File: config.mk
export PLATFORM = sky130hd
export DESIGN_NAME = csr_trap_sequencer
export DESIGN_NICKNAME = d
export VERILOG_FILES = /design/src/rtl/csr_trap_sequencer.sv
export SDC_FILE = /design/constraint.sdc
export NUM_CORES = 1
export LEC_CHECK = 0
export CORE_MARGIN = 1
export CORE_UTILIZATION = 30
export DETAILED_ROUTE_END_ITERATION = 8
export PLACE_DENSITY_LB_ADDON = 0.1
export SLEW_MARGIN = 5
export SYNTH_ARGS = -nofsm -noshare
export SYNTH_HDL_FRONTEND = slang
export SYNTH_SLANG_ARGS = --single-unit
File: constraint.sdc
create_clock -name clk -period 2 [get_ports clk]
set_input_delay 0.2 -clock clk [delete_from_list [all_inputs] [get_ports clk]]
set_output_delay 0.2 -clock clk [all_outputs]
set_load 0.02 [all_outputs]
File: src/rtl/csr_trap_sequencer.sv
// Sequences CSR read-modify-write ops and M-mode trap entry/exit through the heap's CSR ports.
// The heap reads combinationally and writes on negedge, so one state per heap access is enough.
module csr_trap_sequencer #(
    parameter logic [31:0] ECALL_CAUSE = 32'd11,
    parameter logic [1:0]  MPP_M       = 2'b11
) (
    input  logic        clk,
    input  logic        rst,
    input  logic        req_valid,
    output logic        req_ready,
    input  logic [2:0]  req_op,
    input  logic [11:0] req_csr,
    input  logic [31:0] req_wdata,
    input  logic        req_nowr,
    input  logic [31:0] req_pc,
    output logic [11:0] csr_s,
    input  logic [31:0] csr_src,
    output logic [11:0] csr_d1,
    output logic        csr_wen1,
    output logic [31:0] csr_wdata1,
    output logic [11:0] csr_d2,
    output logic        csr_wen2,
    output logic [31:0] csr_wdata2,
    output logic        done,
    output logic [31:0] rd_data,
    output logic        redirect_valid,
    output logic [31:0] redirect_pc,
    output logic        err,
    output logic        busy
);

    localparam logic [2:0]  OP_RW    = 3'd0;
    localparam logic [2:0]  OP_RS    = 3'd1;
    localparam logic [2:0]  OP_RC    = 3'd2;
    localparam logic [2:0]  OP_ECALL = 3'd4;
    localparam logic [2:0]  OP_MRET  = 3'd5;
    localparam logic [11:0] A_MSTATUS = 12'h300;
    localparam logic [11:0] A_MTVEC   = 12'h305;
    localparam logic [11:0] A_MEPC    = 12'h341;
    localparam logic [11:0] A_MCAUSE  = 12'h342;
    localparam logic [31:0] MPP_FIELD = {19'b0, MPP_M, 11'b0};

    typedef enum logic [3:0] {
        S_IDLE, S_CRD, S_CWR, S_DONE,
        S_EWR, S_ERDS, S_EWRS, S_ERDT,
        S_MRDS, S_MWRS, S_MRDE
    } state_e;

    state_e      state_q, state_d;
    logic [2:0]  op_q, op_d;
    logic [11:0] csr_q, csr_d;
    logic [31:0] wdata_q, wdata_d;
    logic        nowr_q, nowr_d;
    logic [31:0] pc_q, pc_d;
    logic [31:0] old_q, old_d;

    logic is_csr_op;
    logic csr_ok;

    assign is_csr_op = (op_q == OP_RW) || (op_q == OP_RS) || (op_q == OP_RC);
    assign csr_ok    = (csr_q == A_MSTATUS) || (csr_q == A_MTVEC) ||
                       (csr_q == A_MEPC)    || (csr_q == A_MCAUSE);

    // NOTE: only non-blocking assignments here; state updates must all see pre-edge values.
    always_ff @(posedge clk) begin
        if (!rst) begin
            state_q <= S_IDLE;
            op_q    <= '0;
            csr_q   <= '0;
            wdata_q <= '0;
            nowr_q  <= 1'b0;
            pc_q    <= '0;
            old_q   <= '0;
        end else begin
            state_q <= state_d;
            op_q    <= op_d;
            csr_q   <= csr_d;
            wdata_q <= wdata_d;
            nowr_q  <= nowr_d;
            pc_q    <= pc_d;
            old_q   <= old_d;
        end
    end

    // NOTE: every signal written below gets a default first so no latch is inferred.
    always_comb begin
        state_d        = state_q;
        op_d           = op_q;
        csr_d          = csr_q;
        wdata_d        = wdata_q;
        nowr_d         = nowr_q;
        pc_d           = pc_q;
        old_d          = old_q;
        req_ready      = 1'b0;
        csr_s          = '0;
        csr_d1         = '0;
        csr_wen1       = 1'b0;
        csr_wdata1     = '0;
        csr_d2         = '0;
        csr_wen2       = 1'b0;
        csr_wdata2     = '0;
        done           = 1'b0;
        rd_data        = '0;
        redirect_valid = 1'b0;
        redirect_pc    = '0;
        err            = 1'b0;
        busy           = (state_q != S_IDLE);

        unique case (state_q)
            S_IDLE: begin
                req_ready = 1'b1;
                if (req_valid) begin
                    op_d    = req_op;
                    csr_d   = req_csr;
                    wdata_d = req_wdata;
                    nowr_d  = req_nowr;
                    pc_d    = req_pc;
                    old_d   = '0;
                    case (req_op)
                        OP_RW, OP_RS, OP_RC: state_d = S_CRD;
                        OP_ECALL:            state_d = S_EWR;
                        OP_MRET:             state_d = S_MRDS;
                        default:             state_d = S_DONE;
                    endcase
                end
            end
            S_CRD: begin
                csr_s   = csr_q;
                old_d   = csr_src;
                state_d = S_CWR;
            end
            S_CWR: begin
                csr_d1 = csr_q;
                case (op_q)
                    OP_RS:   csr_wdata1 = old_q | wdata_q;
                    OP_RC:   csr_wdata1 = old_q & ~wdata_q;
                    default: csr_wdata1 = wdata_q;
                endcase
                csr_wen1 = csr_ok && !((op_q != OP_RW) && nowr_q);
                state_d  = S_DONE;
            end
            S_EWR: begin
                csr_d1     = A_MEPC;
                csr_wdata1 = pc_q;
                csr_wen1   = 1'b1;
                csr_d2     = A_MCAUSE;
                csr_wdata2 = ECALL_CAUSE;
                csr_wen2   = 1'b1;
                state_d    = S_ERDS;
            end
            S_ERDS: begin
                csr_s   = A_MSTATUS;
                old_d   = csr_src;
                state_d = S_EWRS;
            end
            S_EWRS: begin
                // MPIE <= MIE, MIE <= 0, MPP <= M
                csr_d1     = A_MSTATUS;
                csr_wdata1 = (old_q & ~32'h0000_1888) | {24'b0, old_q[3], 7'b0} | MPP_FIELD;
                csr_wen1   = 1'b1;
                state_d    = S_ERDT;
            end
            S_ERDT: begin
                csr_s   = A_MTVEC;
                old_d   = csr_src;
                state_d = S_DONE;
            end
            S_MRDS: begin
                csr_s   = A_MSTATUS;
                old_d   = csr_src;
                state_d = S_MWRS;
            end
            S_MWRS: begin
                // MIE <= MPIE, MPIE <= 1, MPP <= M
                csr_d1     = A_MSTATUS;
                csr_wdata1 = (old_q & ~32'h0000_1808) | {28'b0, old_q[7], 3'b0} |
                             32'h0000_0080 | MPP_FIELD;
                csr_wen1   = 1'b1;
                state_d    = S_MRDE;
            end
            S_MRDE: begin
                csr_s   = A_MEPC;
                old_d   = csr_src;
                state_d = S_DONE;
            end
            S_DONE: begin
                done           = 1'b1;
                err            = is_csr_op ? !csr_ok : !((op_q == OP_ECALL) || (op_q == OP_MRET));
                rd_data        = (is_csr_op && csr_ok) ? old_q : 32'h0;
                redirect_valid = (op_q == OP_ECALL) || (op_q == OP_MRET);
                redirect_pc    = (op_q == OP_ECALL) ? (old_q & ~32'h3) :
                                 (op_q == OP_MRET)  ? old_q : 32'h0;
                state_d        = S_IDLE;
            end
            default: state_d = S_IDLE;
        endcase

        // Outputs are gated by reset so a sequence cut short never lands another heap write.
        if (!rst) begin
            req_ready      = 1'b1;
            csr_s          = '0;
            csr_d1         = '0;
            csr_wen1       = 1'b0;
            csr_wdata1     = '0;
            csr_d2         = '0;
            csr_wen2       = 1'b0;
            csr_wdata2     = '0;
            done           = 1'b0;
            rd_data        = '0;
            redirect_valid = 1'b0;
            redirect_pc    = '0;
            err            = 1'b0;
            busy           = 1'b0;
        end
    end

endmodule

==> qor.csv <==
stage;metric;value;unit
yosys;FF+latch count, synth;116;
status;status;complete, but fails checks;
worst_setup_path;worst path cell trace;or4b_4, buf_6, a21oi_4, buf_12, buf_8, a22oi_1, a21oi_1, buf_4;
clock_tree;Worst-path clk slew;0.06;ns
clock_tree;worst skew pair latency;0.42;ns
clock_tree;Max Root-Sink Buffers;2;
die;Rows;52;
worst_setup_path;type of origin of the critical path;flip-flop;
worst_setup_path;biggest cell delay along the critical path;0.55;ns
layout;Layout area overhead;107.5;%
die;Die Width;146.4;um
yosys;top post-synthesis cells by area;dfxtp_1 37%, nand2_1 11%, a21oi_1 9.8%, and2_1 7.0%, buf_4 5.5%;
clock_tree;CTS sink count;116;
yosys;Syn Area/Cell;7.612;um^2
layout;fin nets;1284;
power_and_ir_drop;clock share of power;34.1;%
power_and_ir_drop;switch share;33.85;%
timing;crit path time final;2.532;ns
yosys;Gate Count Post-Synth;822;
worst_setup_path;Setup CP Type;flip-flop to primary output;
layout;fraction of layout cells with a size suffix above 1;51.82;%
timing;RSZ-0062 raised after global routing;yes;
timing;worst slew pin tran;0.7759;ns
yosys;dominant synthesized flop cell;dfxtp_1;
power_and_ir_drop;logic gate share of total power;38.0;%
timing;min setup slack post-route;-0.5320;ns
power_and_ir_drop;NetSw;3.516;mW
clock_tree;CTS tree;yes;
grt;grt ovf;0;
worst_setup_path;Critical Path Fanout Max;5;
timing;max-slew violations;0;
drt;Final ANT Viol Nets;0;
yosys;Synth top cells by count;178 x nand2_1, 122 x a21oi_1, 116 x dfxtp_1;
die;core area;20360;um^2
yosys;Netlist cell types;48;
grt;vias in the first global route;6847;
clock_tree;hold buffers post-CTS;0;
power_and_ir_drop;peak supply drop;625.2;uV
drt;Post-Route WL;31070;um
yosys;number of synthesized flops with an enable pin;0;
drt;Iteration-0 DRC Markers;420;
power_and_ir_drop;Seq pwr share;27.9;%
yosys;async set-reset flop share out of synthesis;0;%
grt;largest net degree at the start of global routing;71;
layout;Diodes inserted;0;
worst_setup_path;crit path capture type;primary output;
power_and_ir_drop;total power;10.39;mW
worst_setup_path;slowest CP cell;or4b_4;
die;DIE HEIGHT;146.4;um
run;max cap viols;0;
timing;final setup fails;234;
yosys;Yosys top cell area share;37.11;%
die;Die ar.;21440;um^2
clock_tree;root buf cell;clkbuf_16;
layout;fill count;1704;
drt;via count;7494;
drt;Via density;5.165;
timing;Fmax;394.9;MHz
clock_tree;total CTS buffers;17;
layout;multi-input logic area;4761;um^2
worst_setup_path;WP buf/inv;4;
drt;# DRC;0;
placement;placed insts;1333;
timing;final hold vios;0;
layout;Cell Count, Final, Fillers Out;1451;
drt;first-pass iteration count of the detailed router;6;
die;num ports;286;
yosys;most common cell in the netlist;nand2_1;
drt;wire length per cell;21.42;um
yosys;sequential-to-total area share from yosys stat;37.11;%
die;Initial Util;30.73;%
layout;register area;2336;um^2
grt;initial antenna violation count;1;
power_and_ir_drop;PwrDens;800.1;nW/um^2
worst_setup_path;CP top delay family;buffers and inverters;
power_and_ir_drop;Pint;6.871;mW
clock_tree;H-tree levels;4;
worst_setup_path;Req. time, crit path;1.80;ns
placement;I/O Buffers;248;
status;failing checks;setup timing;
worst_setup_path;Worst Path Arrival;2.33;ns
power_and_ir_drop;leakage;5.069;nW
grt;first-pass GRT wire length;40410;um
timing;Worst slew margin;48.27;%
hold_path;Hold Path Class;input port to flip-flop;
timing;final worst path period share;126.6;%
yosys;Ys Warns;0;
placement;post-DP HPWL;16390;um
timing;clk_skew;0.008498;ns
grt;GRT Util Overall;24.77;%
placement;GP Congestion;0.8168;
yosys;area leader, netlist;dfxtp_1;
yosys;synthesized cell area;6257;um^2
==> stage by stage <==
stage               utilization, %  hold slack, ns  setup WS [ns]  instance area, um^2  setup TNS (ns)
floorplan                        -          0.3255       -0.02051                 6436         -0.3443
finish                       63.75          0.3280        -0.5320                12980          -53.30
global route                 63.75          0.3308        -0.5864                12980          -69.77
CTS                          55.50          0.3118        -0.6207                11300          -57.87
global placement             46.18          0.4446        -0.6467                 9404          -76.03
detailed placement           46.18          0.4483        -0.6762                 9404          -77.88
==> power by group through the flow <==
| stage | registers, mW | clock network (mW) | logic, mW |
|---|---|---|---|
| CTS | 2.87 | 3.59 | 2.88 |
| finish | 2.90 | 3.55 | 3.95 |
| floorplan | 2.79 | 0 | 1.30 |
| detailed placement | 2.87 | 0 | 2.28 |
| global route | 2.93 | 3.68 | 4.12 |
| global placement | 2.87 | 0 | 2.26 |
==> timing repair <==
action,CTS,global route
gates cloned,10,22
pin swaps,62,86
resized for setup,913,296
hold endpoints to repair,0,0
endpoints found under the setup margin,134,243
setup buffers,40,25
==> final timing paths <==
path,start,to,slack [ns],depth (start not counted)
min reg2reg,pc_q[7],pc_q[7],0.46,2
max,state_q[3],csr_wdata1[15],-0.53,8
max reg2reg,state_q[3],wdata_q[7],-0.17,12
min,req_wdata[13],wdata_q[13],0.33,3
==> cells by family (layout without fill, tap and decap cells) <==
group                  Yosys count  count (layout)  synth area share (%)
AO/OA/AOI/OAI                  237             237                 23.20
XOR/XNOR                         1               1                0.1400
buffers and inverters          122             445                 11.08
flip-flops                     116             116                 37.11
multiplexers                     2               2                0.3199
other                            1              37               0.05993
AND/OR/NAND/NOR                343             343                 28.09
==> cell usage in the layout, fill, tap and decap left out, types with 32 or more instances in the layout <==
cell type	count
clkdlybuf4s50_1	114
conb_1	37
buf_6	152
nand2_1	132
clkbuf_16	34
a21oi_2	63
and2_4	70
buf_12	34
a22o_1	32
dfxtp_1	111
buf_4	74
a21oi_1	55
==> state kept, by name, summed over array words and instances (netlist names) <==
name	count
old_q	32
pc_q	32
wdata_q	32
csr_q	12
state_q	4
op_q	3
nowr_q	1
==> area by class of cell <==
cell class | count | area share, %
repair buffers | 409 | 37.41
well taps | 270 | 2.602
multi-input cells | 620 | 36.67
clock inverters | 12 | 1.754
flip-flops and latches | 116 | 17.99
clock buffers | 19 | 3.412
inverters | 5 | 0.1542
==> layer usage <==
metal	global-route usage [%]	wire length [um]	up-vias
li1	-	-	3481
met1	32.50	13280	3619
met2	39.90	14880	345
met3	6.438	2168	47
met4	7.083	729	2
met5	0	11	-
==> tightest hold or removal path, cell delays in order <==
cell and delay, ns:
clkdlybuf4s50_1 0.39, nand2_1 0.06, a21oi_1 0.05
(Power assumes the default switching activity.)
